`config.mk`:
```
export PLATFORM = sky130hd
export DESIGN_NAME = v810_mem_arb
export DESIGN_NICKNAME = d
export VERILOG_FILES = /design/src/rtl/v810_mem_arb.sv
export SDC_FILE = /design/constraint.sdc
export NUM_CORES = 1
export LEC_CHECK = 0
export BUFFER_PORTS_ARGS = -buffer_cell sky130_fd_sc_hd__buf_2
export CORE_ASPECT_RATIO = 0.8
export CORE_UTILIZATION = 43
export DETAILED_ROUTE_END_ITERATION = 6
export HOLD_SLACK_MARGIN = 0.03
export MAX_ROUTING_LAYER = met4
export PLACE_DENSITY_LB_ADDON = 0.3
export SYNTH_ARGS = -nofsm -noshare
export SYNTH_HDL_FRONTEND = slang
export SYNTH_SLANG_ARGS = --single-unit
```
`constraint.sdc`:
```
create_clock -name CLK -period 8.1 [get_ports CLK]
set_input_delay 1.62 -clock CLK [delete_from_list [all_inputs] [get_ports CLK]]
set_output_delay 1.62 -clock CLK [all_outputs]
set_load 0.05 [all_outputs]
```
`src/rtl/v810_mem_arb.sv`:
```
`default_nettype none
// ============================================================================
// Module   : v810_mem_arb
// Purpose  : V810 memory front end: write buffer, read bypass, EBI grant mux.
// Revision : 1.0  initial release
// ============================================================================
module v810_mem_arb #(
    parameter int WB_DEPTH  = 4,
    parameter int AW        = 32,
    parameter int DW        = 32,
    parameter int BYPASS_EN = 1
) (
    input  logic                      CLK,
    input  logic                      RES,
    input  logic                      CE,
    // instruction cache port
    input  logic [AW-1:0]             ICIA,
    input  logic                      ICIREQ,
    output logic                      ICIACK,
    output logic [DW-1:0]             ICID,
    // execution unit port
    input  logic [AW-1:0]             EUDA,
    input  logic [DW-1:0]             EUDD_O,
    output logic [DW-1:0]             EUDD_I,
    input  logic [1:0]                EUDBC,
    input  logic [DW/8-1:0]           EUDBE,
    input  logic                      EUDWR,
    input  logic                      EUDMRQ,
    input  logic [1:0]                EUDST,
    input  logic                      EUDREQ,
    output logic                      EUDACK,
    // flush handshake and status
    input  logic                      FLUSHREQ,
    output logic                      FLUSHACK,
    output logic [$clog2(WB_DEPTH):0] WB_COUNT,
    // external bus interface request port
    output logic [AW-1:0]             EA,
    output logic [DW-1:0]             ED_O,
    output logic [1:0]                EBC,
    output logic [DW/8-1:0]           EBE,
    output logic                      EWR,
    output logic                      EMRQ,
    output logic [1:0]                EST,
    output logic                      EREQ,
    input  logic [DW-1:0]             ED_I,
    input  logic                      EACK
);

    localparam int C_PW = $clog2(WB_DEPTH);
    localparam int C_CW = C_PW + 1;
    localparam int C_BW = DW / 8;

    localparam logic [1:0] C_GNT_NONE = 2'd0;
    localparam logic [1:0] C_GNT_WB   = 2'd1;
    localparam logic [1:0] C_GNT_EUD  = 2'd2;
    localparam logic [1:0] C_GNT_ICI  = 2'd3;

    // write buffer storage
    logic [AW-1:0]   r_wb_a   [WB_DEPTH];
    logic [DW-1:0]   r_wb_d   [WB_DEPTH];
    logic [1:0]      r_wb_bc  [WB_DEPTH];
    logic [C_BW-1:0] r_wb_be  [WB_DEPTH];
    logic            r_wb_mrq [WB_DEPTH];
    logic [1:0]      r_wb_st  [WB_DEPTH];

    logic [C_PW-1:0] r_head;
    logic [C_PW-1:0] r_tail;
    logic [C_CW-1:0] r_count;
    logic [1:0]      r_gnt;
    logic [1:0]      w_gnt_nxt;

    logic            w_full;
    logic            w_push;
    logic            w_pop;
    logic [C_CW-1:0] w_cnt_eval;
    logic            w_eval;
    logic            w_eu_rd;
    logic            w_ici_rd;
    logic            w_hazard;
    logic            w_wb_urgent;
    logic [WB_DEPTH-1:0] w_hit;

    assign w_full = (r_count == C_CW'(WB_DEPTH));
    assign w_pop  = (r_gnt == C_GNT_WB) & EACK & CE & ~RES;
    // A full buffer still takes a write in the cycle its head drains.
    assign w_push = EUDREQ & EUDWR & (~w_full | w_pop) & CE & ~RES;

    // Grant decisions see the buffer as it will be after this cycle's pop.
    assign w_cnt_eval = r_count - C_CW'(w_pop);

    always_ff @(posedge CLK) begin
        if (w_push) begin
            r_wb_a[r_tail]   <= EUDA;
            r_wb_d[r_tail]   <= EUDD_O;
            r_wb_bc[r_tail]  <= EUDBC;
            r_wb_be[r_tail]  <= EUDBE;
            r_wb_mrq[r_tail] <= EUDMRQ;
            r_wb_st[r_tail]  <= EUDST;
        end
    end

    always_ff @(posedge CLK) begin
        if (CE) begin
            if (RES) begin
                r_head  <= '0;
                r_tail  <= '0;
                r_count <= '0;
            end else begin
                if (w_push) r_tail <= r_tail + 1'b1;
                if (w_pop)  r_head <= r_head + 1'b1;
                r_count <= r_count + C_CW'(w_push) - C_CW'(w_pop);
            end
        end
    end

    // Per-slot hazard compare; the slot being popped no longer counts.
    for (genvar i = 0; i < WB_DEPTH; i++) begin : g_hazard
        localparam logic [C_PW-1:0] C_IDX = C_PW'(i);
        logic [C_PW-1:0] w_rel;
        logic            w_occ;
        assign w_rel    = C_IDX - r_head;
        assign w_occ    = ({1'b0, w_rel} < r_count) & ~(w_pop & (r_head == C_IDX));
        assign w_hit[i] = w_occ
                        & (r_wb_a[i][AW-1:2] == EUDA[AW-1:2])
                        & (r_wb_mrq[i] == EUDMRQ);
    end

    assign w_hazard = (BYPASS_EN != 0) ? (|w_hit) : (w_cnt_eval != '0);

    // A request being completed by this EACK must not be granted again.
    assign w_eu_rd  = EUDREQ & ~EUDWR & (r_gnt != C_GNT_EUD);
    assign w_ici_rd = ICIREQ & (r_gnt != C_GNT_ICI);
    assign w_eval   = (r_gnt == C_GNT_NONE) | EACK;

    assign w_wb_urgent = (w_cnt_eval != '0)
                       & ((w_cnt_eval == C_CW'(WB_DEPTH)) | FLUSHREQ | (w_eu_rd & w_hazard));

    always_ff @(posedge CLK) begin
        if (CE) begin
            if (RES) r_gnt <= C_GNT_NONE;
            else     r_gnt <= w_gnt_nxt;
        end
    end

    always_comb begin
        w_gnt_nxt = r_gnt;
        if (w_eval) begin
            if (w_wb_urgent)               w_gnt_nxt = C_GNT_WB;
            else if (w_eu_rd & ~w_hazard)  w_gnt_nxt = C_GNT_EUD;
            else if (w_cnt_eval != '0)     w_gnt_nxt = C_GNT_WB;
            else if (w_ici_rd)             w_gnt_nxt = C_GNT_ICI;
            else                           w_gnt_nxt = C_GNT_NONE;
        end
    end

    always_comb begin
        EA   = '0;
        ED_O = '0;
        EBC  = '0;
        EBE  = '0;
        EWR  = 1'b0;
        EMRQ = 1'b0;
        EST  = '0;
        EREQ = 1'b0;
        case (r_gnt)
            C_GNT_WB: begin
                EA   = r_wb_a[r_head];
                ED_O = r_wb_d[r_head];
                EBC  = r_wb_bc[r_head];
                EBE  = r_wb_be[r_head];
                EWR  = 1'b1;
                EMRQ = r_wb_mrq[r_head];
                EST  = r_wb_st[r_head];
                EREQ = 1'b1;
            end
            C_GNT_EUD: begin
                EA   = EUDA;
                ED_O = EUDD_O;
                EBC  = EUDBC;
                EBE  = EUDBE;
                EWR  = EUDWR;
                EMRQ = EUDMRQ;
                EST  = EUDST;
                EREQ = 1'b1;
            end
            C_GNT_ICI: begin
                EA   = ICIA;
                EBC  = 2'd3;
                EBE  = '1;
                EMRQ = 1'b1;
                EST  = 2'b11;
                EREQ = 1'b1;
            end
            default: begin
                EREQ = 1'b0;
            end
        endcase
        if (RES) begin
            EREQ = 1'b0;
            EWR  = 1'b0;
        end
    end

    assign ICIACK   = (r_gnt == C_GNT_ICI) & EACK & CE & ~RES;
    assign EUDACK   = w_push | ((r_gnt == C_GNT_EUD) & EACK & CE & ~RES);
    assign FLUSHACK = FLUSHREQ & (r_count == '0) & (r_gnt != C_GNT_WB) & ~RES;
    assign ICID     = ED_I;
    assign EUDD_I   = ED_I;
    assign WB_COUNT = r_count;

endmodule
`default_nettype wire

```
Yosys cells after proc, flatten, opt, wreduce, memory -nomap -nowiden

Memory sizes are Yosys's and may differ from the RTL's. A register that Yosys moved wholly into a read port is not among the register bits.
Cells that the tools add are included.
W data, S select, Z words.

Register bits after elaboration: 9
Bits in writable memories: 292
Bits of input ports: 145
Output and inout port bits: 145
Word-level logic and storage cells: 136
Memories kept: 6

Add/subtract/negate cells: 9
Magnitude comparators: 4
Eq/ne operators: 19
Mux-type cells: 31
Bitwise gates (word level): 51
Reduce and logical (&&, ||, !) cells: 12

Memories:

| name     | words | width | rd ports | clocked after memory_dff | write ports | line | RTL |
|---|---|---|---|---|---|---|---|
| r_wb_a   | 4     | 32    | 5        | 1                        | 1           | 59   | `logic [AW-1:0] r_wb_a [WB_DEPTH];` |
| r_wb_d   | 4     | 32    | 1        | 1                        | 1           | 60   | `logic [DW-1:0] r_wb_d [WB_DEPTH];` |
| r_wb_be  | 4     | 4     | 1        | 1                        | 1           | 62   | `logic [C_BW-1:0] r_wb_be [WB_DEPTH];` |
| r_wb_bc  | 4     | 2     | 1        | 1                        | 1           | 61   | `logic [1:0] r_wb_bc [WB_DEPTH];` |
| r_wb_st  | 4     | 2     | 1        | 1                        | 1           | 64   | `logic [1:0] r_wb_st [WB_DEPTH];` |
| r_wb_mrq | 4     | 1     | 5        | 1                        | 1           | 63   | `logic r_wb_mrq [WB_DEPTH];` |

Operators with widths:

| cell                  | number |
|---|---|
| $eq A30 B30 Y1        | 4 |
| $pmux W32 S3          | 1 |
| $pmux W32 S2          | 1 |
| $and A1 B1 Y1         | 38 |
| $mux W2               | 19 |
| $lt A2 B3 Y1          | 4 |
| $pmux W2 S3           | 2 |
| $pmux W4 S3           | 1 |
| $eq A2 B2 Y1 const B  | 4 |
| $not A1 Y1            | 8 |
| $eq A3 B3 Y1 const B  | 2 |
| $reduce_and A2 Y1     | 3 |
| $reduce_bool A2 Y1    | 3 |
| $sub A3 B1 Y3         | 2 |
| $mux W1               | 5 |
| $or A1 B1 Y1          | 5 |
| $add A2 B1 Y2 const B | 2 |
| $eq A1 B1 Y1          | 4 |
| $eq A2 B1 Y1 const B  | 2 |
| $logic_not A2 Y1      | 2 |
| $ne A2 B2 Y1 const B  | 2 |
| $reduce_or A4 Y1      | 1 |
| $sub A1 B2 Y2 const A | 2 |
| $sub A2 B2 Y2 const A | 2 |
| other kinds (7)       | 7 |

Depth between registers and ports, before layout

Gate-level depths: netlist (run 1).

Depth after elaboration: 15
Depth in mapped cells: 16
Mapped depth without buffers: 15

Worst setup path after synthesis (run 1)

OpenSTA, ideal clock, no wires.

Path kind: input to register
Start: in CE
End: mem r_wb_a[0][0], enable pin
Setup time: 439 ps
Arrival time: 4,231 ps
Required time: 7,661 ps
Setup slack: 3,430 ps
Cell stages on the path: 6
Path buffers: 1
Path through: buf_2 -> nand3_4 -> nor2_8 -> o2111a_1 -> nor2b_1 -> and2_1

Longest elaborated chain between the ends: 8

Ends and longest elaborated chain:

| what                            | line | RTL |
|---|---|---|
| start: declaration              | 15   | `input logic CE,` |
| $and A1 B1 Y1 (2 in series)     | 84   | `assign w_pop = (r_gnt == C_GNT_WB) & EACK & CE & ~RES;` |
| $or A1 B1 Y1                    | 86   | `assign w_push = EUDREQ & EUDWR & (~w_full \| w_pop) & CE & ~RES;` |
| $and A1 B1 Y1                   | 86   |  |
| $and A1 B1 Y1 * (2 in series)   | 86   |  |
| $mux W1 *                       | 92   | `if (w_push) begin` |
| $mux W1 (implied by the code) * | 93   | `r_wb_a[r_tail] <= EUDA;` |
| end: declaration                | 59   |  |

Every way passes the cells marked *; elsewhere a longest branch is shown, timed or not.

==> summary.txt, run 1 <==
Clock network
  – CTS tree: yes
  – CTS max path bufs: 3
  – Worst-path clk slew: 60 ps
  – Post-CTS setup buffer count: 0
  – Hold-fix buffers, CTS: 0
  – Clock Sink Count: 303
  – PostCTS Resize Cnt: 0
  – Worst skew pair latency: 520 ps
  – Inserted Clock Buffers: 34
  – CTS H-tree depth: 2
  – CTS root buf: clkbuf_16

Run status
  – Failing checks: design-rule violations
  – Status: finished with violations

Route
  – Drt drc: 1
  – Final Routed Wirelength: 36.5 mm
  – DRT Pass-1 Iters: 7
  – Routed Antenna Nets: 0
  – DRT iter0 DRCs: 875
  – Via count: 8494
  – WL per Instance: 24.6 µm
  – Vias per inst: 5.72

Place
  – HPWL after DPL: 23.2 mm
  – I/O Buffers: 193
  – Area after DPL: 0.0154 mm²
  – Placer Congestion: 0.842

STA
  – Fmax: 195 MHz
  – Skew final: 25.8 ps
  – Setup TNS: 0 ps
  – Max-slew violations: 0
  – Rel. slew slack: 36.9%
  – Worst slew pin tran: 946 ps
  – Post-route minimum period: 5130 ps
  – Final Cycle Share: 63.3%
  – Final Hold Vio Count: 0
  – RSZ-0062 raised after global routing: false
  – Final setup fails: 0

Floorplan
  – Die X: 208 µm
  – Core footprint: 0.0336 mm²
  – Die Y: 167 µm
  – Starting density of the core: 43.7%
  – # rows: 60
  – IO Count: 290
  – Die Area: 0.0348 mm²

Power
  – Power density over the cells: 230 mW/mm²
  – Worst vdd ir: 114 µV
  – LEAKAGE: 0.00578 µW

Setup path
  – Crit-path max FO: 44
  – Reg2Reg Setup Slack: 3740 ps
  – Critical path endpoint category: output port
  – Worst r2r dst: r_wb_a[2][1]$_DFFE_PP_
  – CP arrival: 3510 ps
  – Startpoint Class: flop
  – Worst setup path category: reg -> out
  – Reg2Reg Depth: 9
  – Reg2reg start: r_gnt[1]$_SDFFCE_PP0P_
  – CP required: 6480 ps

Yosys
  – Seq/Total Area, Yosys: 61.9%
  – Distinct cell type count after synthesis: 44
  – Syn nets: 1094
  – Syn Area/Cell: 15.8 µm²
  – Synthesized cell area: 0.0147 mm²
  – Synth Warn #: 0
  – Flops & latches, synth: 303
  – Main synth FF type: edfxtp_1
  – Async SR Flop Fraction: 0%
  – Synth Instances: 929
  – Number of flops mapped to enable cells by yosys: 301

Hold path
  – Hold Crit Depth: 1
  – Hold Path Sink: r_tail[0]$_SDFFCE_PP0P_
  – Hold_sp: r_tail[0]$_SDFFCE_PP0P_
  – HP Class: reg -> reg

GRT
  – GRT Total Usage: 21.2%
  – Congestion Overflow GR: 0
  – Largest net degree at the start of global routing: 60
  – Initial antenna violation count: 3
  – Vias in the first global route: 8310
  – First-pass GRT wire length: 53.5 mm

Cells and area
  – Final non-filler cell area: 0.0165 mm²
  – Fill count: 2837
  – Most frequent cells in the layout: edfxtp_1, buf_2, xor2_1
  – Area Growth Syn to Fin: 12.5%
  – Layout cells sized above 1: 32.7%
  – Commonest non-fill, non-tap cell in the layout: edfxtp_1
  – NumNets Final: 1188

Run
  – Max-cap violation count: 0
-- worst max-delay path, stage by stage (launching register included) --
cell      delay, ps
dfxtp_4         760
buf_4           850
mux4_2          610
a221oi_1        300
nor2_1          130
buf_2           260
-- cells by family after synthesis --
kind of cell	after synthesis	synth area share (%)
multiplexers	73	11.2
buffers and inverters	157	6.28
adder cells (fa/ha/maj)	20	1.76
AO/OA/AOI/OAI	97	5.53
XOR/XNOR	127	7.59
AND/OR/NAND/NOR	152	5.68
flip-flops	303	61.9
-- cell usage after synthesis, drive strengths merged (2+ instances only) --
master	instances	area share [%]
nor3b	2	0.10
xor2	113	6.8
nor3	7	0.24
clkbuf	35	0.90
o2bb2ai	3	0.22
a22oi	32	1.6
buf	110	5.1
nand2b	2	0.085
ha	19	1.6
inv	12	0.31
mux4	73	11
nor2	54	1.5
a21oi	10	0.34
xnor2	14	0.84
edfxtp	301	62
nand4	9	0.38
nand2	6	0.15
nor2b	36	1.5
and2	4	0.17
a221oi	9	0.54
nor4	27	1.2
dfxtp	2	0.27
o22ai	2	0.085
a222oi	32	2.2
-- state kept, by name (all words and copies together), names as in the netlist, 3 cells and up, named ones only --
signal	count
r_wb_d	128
r_wb_be	16
r_wb_a	128
r_wb_st	8
WB_COUNT	3
r_wb_mrq	4
r_wb_bc	8
-- metrics by stage --
stage	total power (µW)	hold WS, ps	util (%)	setup slack, ps	cells
2_1_floorplan	2250	581	-	3430	929
3_3_place_gp	2320	610	45.9	3410	1421
3_5_place_dp	2320	615	45.9	3430	1421
4_1_cts	3820	628	49.1	2890	1482
5_1_grt	3910	650	49.1	2710	1485
6_report	3790	628	49.1	2970	1485
-- where the power goes --
| group | leakage [µW] | total, µW | internal (µW) | switching (µW) |
|---|---|---|---|---|
| Clock | 0.000523 | 1500 | 875 | 626 |
| Combinational | 0.00252 | 525 | 174 | 351 |
| Sequential | 0.00274 | 1760 | 1740 | 21.9 |
| Total | 0.00578 | 3790 | 2790 | 998 |
-- per-layer routing --
layer	wire length [µm]	track usage, %	up-vias
met5	0	-	-
met4	856	6.99	0
met3	2840	3.94	71
met2	16500	30.5	354
met1	16300	30.5	4326
li1	-	-	3743
-- layout make-up --
| type | instances | area [µm²] | area share [%] |
|---|---|---|---|
| clock buffer | 40 | 873 | 5.30 |
| tap | 434 | 543 | 3.29 |
| multi-input combinational | 469 | 4690 | 28.4 |
| sequential | 303 | 9090 | 55.1 |
| timing repair buffer | 203 | 1040 | 6.31 |
| antenna | 3 | 7.51 | 0.0455 |
| inverter | 12 | 45.0 | 0.273 |
| clock inverter | 21 | 205 | 1.24 |
-- worst max-delay path by stage --
stage               depth (start not counted)  start  slack [ps]                endpoint
finish                                      5   flop        2970                    EMRQ
global route                                5   flop        2710                  EA[15]
CTS                                         5   flop        2890                   EA[5]
detailed placement                          5   flop        3430                   EA[5]
global placement                            5   flop        3410                   EA[5]
floorplan                                   6     CE        3430  r_wb_a[0][0]$_DFFE_PP_
No activity file was read; power rests on OpenSTA's default activity.
==> run 2, diff against run 1 <==
==> constraint.sdc (replaced) <==
create_clock -name CLK -period 4.7 [get_ports CLK]
set_input_delay 0.94 -clock CLK [delete_from_list [all_inputs] [get_ports CLK]]
set_output_delay 0.94 -clock CLK [all_outputs]
set_load 0.05 [all_outputs]
==> summary.txt, run 2 (synthesized netlist as in run 1, its figures left out) <==
Cells and area
  – N_diodes: 0
  – Final non-filler cell area: 0.0165 mm²
  – Largest regs: r_wb_a x128, r_wb_d x128, r_wb_be x16
  – Commonest non-fill, non-tap cell in the layout: edfxtp_1
  – NumNets Final: 1188
  – Layout cells sized above 1: 32.2%
  – Area Growth Syn to Fin: 12.3%
  – Most frequent cells in the layout: edfxtp_1, buf_2, xor2_1

Clock network
  – CTS tree: yes
  – CTS root buf: clkbuf_16
  – Inserted Clock Buffers: 30
  – Worst-path clk slew: 60 ps
  – CTS H-tree depth: 1
  – Post-CTS setup buffer count: 0
  – PostCTS Resize Cnt: 0
  – Clock Sink Count: 303
  – Worst skew pair latency: 580 ps
  – CTS max path bufs: 3
  – Hold-fix buffers, CTS: 0

Setup path
  – Reg2reg start: r_gnt[1]$_SDFFCE_PP0P_
  – Worst setup path category: reg -> out
  – CP required: 3760 ps
  – Critical path endpoint category: output port
  – Crit-path max FO: 28
  – Startpoint Class: flop
  – CP arrival: 2880 ps

GRT
  – First-pass GRT wire length: 53.5 mm
  – Congestion Overflow GR: 0
  – GRT Total Usage: 21.1%
  – Initial antenna violation count: 1
  – Largest net degree at the start of global routing: 78
  – Vias in the first global route: 8365

Power
  – Worst vdd ir: 270 µV
  – Power density over the cells: 382 mW/mm²
  – LEAKAGE: 0.00575 µW

Floorplan
  – Die Area: 0.0348 mm²
  – # rows: 60
  – Die Y: 167 µm
  – IO Count: 290
  – Starting density of the core: 43.7%
  – Die X: 208 µm
  – Core footprint: 0.0336 mm²

Route
  – Via count: 8425
  – DRT Pass-1 Iters: 7
  – Drt drc: 8
  – Vias per inst: 5.70
  – WL per Instance: 24.2 µm
  – DRT iter0 DRCs: 957
  – Routed Antenna Nets: 0
  – Final Routed Wirelength: 35.9 mm

Place
  – Area after DPL: 0.0155 mm²
  – Placer Congestion: 0.794
  – HPWL after DPL: 23.5 mm
  – I/O Buffers: 193

STA
  – Final Hold Vio Count: 0
  – Final Cycle Share: 81.3%
  – Final setup fails: 0
  – Worst slew pin tran: 1090 ps
  – Skew final: 39.1 ps
  – Post-route minimum period: 3820 ps
  – RSZ-0062 raised after global routing: false
  – Rel. slew slack: 27.6%
  – Setup TNS: 0 ps
  – Fmax: 262 MHz
  – Max-slew violations: 0

Run status
  – Failing checks: design-rule violations
  – Status: finished with violations

Hold path
  – HP Class: in -> reg
  – Hold_sp: EUDST[1]

Run
  – Max-cap violation count: 0
[run 2: area by class of cell]
cell class,instances,area (µm²)
fill,2807,17100
sequential,303,9090
multi-input combinational,469,4690
timing repair buffer,207,1150
clock buffer,34,766
tap,434,543
clock inverter,20,184
inverter,12,45.0
[run 2: layer usage]
metal  up-vias  GRT usage [%]  part of all wire (%)
met5         -              -                     0
met1      4267           30.3                    45
met3        70           4.13                   7.8
met2       361           30.6                    45
met4         0           5.89                   2.4
li1       3727              -                     -
[run 2: power breakdown]
part | leakage [µW] | internal (µW) | switching [µW]
Clock | 0.000458 | 1330 | 1010
Sequential | 0.00274 | 3000 | 44.0
Combinational | 0.00256 | 306 | 599
[run 2: per-stage QoR]
| step | hold slack [ps] | cells | power, µW | setup slack [ps] | utilization (%) |
|---|---|---|---|---|---|
| after floorplan | 581 | 929 | 3880 | 710 | - |
| after global placement | 616 | 1425 | 4010 | 1060 | 46.2 |
| after detailed placement | 630 | 1425 | 4010 | 995 | 46.2 |
| after CTS | 570 | 1479 | 6340 | 785 | 49.0 |
| after global routing | 574 | 1479 | 6480 | 662 | 49.0 |
| final | 589 | 1479 | 6290 | 881 | 49.0 |
[run 2: final timing paths]
check,end,slack (ps),cells after the start
setup / recovery,EA[28],880,5
setup reg to reg,WB_COUNT[2]$_SDFFCE_PP0P_,1480,15
hold reg to reg,r_tail[0]$_SDFFCE_PP0P_,640,1
hold / removal,r_wb_st[3][1]$_DFFE_PP_,590,1
[run 2: critical path: stages (launching register included)]
cell      delay, ps
dfxtp_4         760
buf_4           370
mux4_2          540
a222oi_1        310
nor2_1           70
buf_2           250
==> run 3, diff against run 2 <==
==> constraint.sdc (replaced) <==
create_clock -name CLK -period 3.45 [get_ports CLK]
set_input_delay 0.69 -clock CLK [delete_from_list [all_inputs] [get_ports CLK]]
set_output_delay 0.69 -clock CLK [all_outputs]
set_load 0.05 [all_outputs]
==> summary.txt, run 3 (synthesized netlist as in run 1, its figures left out) <==
Route
  – Routed Antenna Nets: 0
  – Via count: 8661
  – Drt drc: 19
  – Vias per inst: 5.80
  – DRT iter0 DRCs: 937
  – Final Routed Wirelength: 37.1 mm
  – DRT Pass-1 Iters: 7
  – WL per Instance: 24.8 µm

Clock network
  – Clock Sink Count: 303
  – Inserted Clock Buffers: 31
  – CTS root buf: clkbuf_16
  – CTS tree: yes
  – Worst-path clk slew: 60 ps
  – CTS H-tree depth: 1
  – Worst skew pair latency: 570 ps
  – CTS max path bufs: 3

Place
  – HPWL after DPL: 24.1 mm
  – Placed insts: 1436
  – I/O Buffers: 193
  – Placer Congestion: 0.818
  – Placement-stage worst setup slack: 276 ps

STA
  – Max-slew violations: 0
  – Final Hold Vio Count: 0
  – Setup TNS: 0 ps
  – Post-route minimum period: 3270 ps
  – Skew final: 11.8 ps
  – Final setup fails: 0
  – Final worst slack: 179 ps
  – Rel. slew slack: 53.0%
  – Fmax: 306 MHz
  – Final Cycle Share: 94.8%
  – RSZ-0062 raised after global routing: false
  – Worst slew pin tran: 699 ps

Power
  – Final Power: 8480 µW
  – Sw Share: 26.5%
  – Worst vdd ir: 362 µV
  – LEAKAGE: 0.00583 µW
  – Internal: 6230 µW
  – Power density over the cells: 510 mW/mm²
  – P_sw: 2240 µW
  – Sequential share of power: 48.8%
  – Clk network pwr share: 36.1%
  – Comb power frac: 15.1%

Setup path
  – Reg2Reg Setup Slack: 390 ps
  – Reg2Reg Depth: 15
  – Worst Setup EP: EST[0]
  – Crit-path max FO: 34
  – Reg2reg start: r_gnt[1]$_SDFFCE_PP0P_
  – Critical path cell sequence: buf_16 -> mux4_2 -> a221oi_1 -> nor2_1 -> buf_2
  – Slowest-stage cell, CP: mux4_2
  – Worst setup path category: reg -> out
  – Startpoint Class: flop
  – CP arrival: 2580 ps
  – Worst r2r dst: WB_COUNT[2]$_SDFFCE_PP0P_
  – Critical path endpoint category: output port
  – CP peak stage delay: 550 ps
  – CP required: 2760 ps

Cells and area
  – NumNets Final: 1202
  – Layout Cells excl Fill: 1493
  – Commonest non-fill, non-tap cell in the layout: edfxtp_1
  – Post-Route Utilization: 49.5%
  – Area Growth Syn to Fin: 13.3%
  – Most frequent cells in the layout: edfxtp_1, buf_2, xor2_1
  – Layout cells sized above 1: 33.0%
  – Largest regs: r_wb_a x128, r_wb_d x128, r_wb_be x16

Run status
  – Status: finished with violations
  – Failing checks: design-rule violations

Run
  – Max-cap violation count: 0

GRT
  – Congestion Overflow GR: 0
  – GRT Total Usage: 21.7%
  – Largest net degree at the start of global routing: 78
  – Vias in the first global route: 8499
  – First-pass GRT wire length: 54.5 mm
  – Initial antenna violation count: 3

Hold path
  – HP Class: in -> reg

Floorplan
  – IO Count: 290
  – # rows: 60
  – Starting density of the core: 43.7%
  – Die Area: 0.0348 mm²
  – Die X: 208 µm
  – Die Y: 167 µm
  – Core footprint: 0.0336 mm²
run 3: changes by cell type in the layout (fill, tap and decap cells not counted), sizes merged:
cell / delta
clkinv: -3
clkinvlp: -2
inv: +1
buf: +12
bufinv: -2
clkbuf: +5
diode: +3
run 3: critical path: cells and delay by family, from the launching register on:
family                 cells  cell delay, ps
and+or+nand+nor            1              80
buffers and inverters      2             530
AOI/OAI and AO/OA          1             310
muxes                      1             550
DFF                        1             530
run 3: worst min-delay path by stage:
stage | start | end | slack (ps) | depth (start not counted)
2_1_floorplan | r_tail[0]$_SDFFCE_PP0P_ | r_tail[0]$_SDFFCE_PP0P_ | 580 | 1
3_3_place_gp | r_tail[0]$_SDFFCE_PP0P_ | r_tail[0]$_SDFFCE_PP0P_ | 610 | 1
3_5_place_dp | r_tail[0]$_SDFFCE_PP0P_ | r_tail[0]$_SDFFCE_PP0P_ | 620 | 1
4_1_cts | EUDD_O[11] | r_wb_d[0][11]$_DFFE_PP_ | 330 | 1
5_1_grt | EUDD_O[2] | r_wb_d[2][2]$_DFFE_PP_ | 340 | 1
6_report | EUDD_O[11] | r_wb_d[0][11]$_DFFE_PP_ | 360 | 1
run 3: final cells by class:
cell class              instances  area [µm²]
clock inverters                14        96.3
flip-flops and latches        303        9090
clock buffers                  38         802
well taps                     434         543
diodes                          3        7.51
inverters                      12        45.0
repair buffers                220        1330
fillers                      2835       17000
multi-input cells             469        4700
run 3: power groups by stage:
| stage | Combinational (µW) | Sequential [µW] | Clock (µW) |
|---|---|---|---|
| detailed placement | 1270 | 4210 | 0 |
| finish | 1280 | 4130 | 3060 |
| global route | 1370 | 4140 | 3260 |
| CTS | 1280 | 4130 | 3120 |
| floorplan | 1100 | 4190 | 0 |
| global placement | 1260 | 4210 | 0 |
run 3: per-layer routing:
layer / global-route usage [%] / part of all wire (%) / up-vias
li1: - / - / 3764
met1: 30.4 / 44 / 4458
met2: 32.2 / 46 / 357
met3: 3.88 / 7.1 / 82
met4: 6.67 / 2.7 / 0
met5: - / 0 / -
run 3: metrics by stage:
step | instance area (µm²) | hold slack (ps)
after floorplan | 14700 | 581
after global placement | 15600 | 614
after detailed placement | 15600 | 624
after CTS | 16600 | 330
after global routing | 16600 | 342
final | 16600 | 356
run 3: repair_timing:
action | in CTS | in global routing
setup endpoints to repair | 11 | 25
resized for setup | 1 | 4
pin swaps | 0 | 1
gates cloned | 0 | 0
setup buffers | 1 | 1
hold buffers | 0 | 0
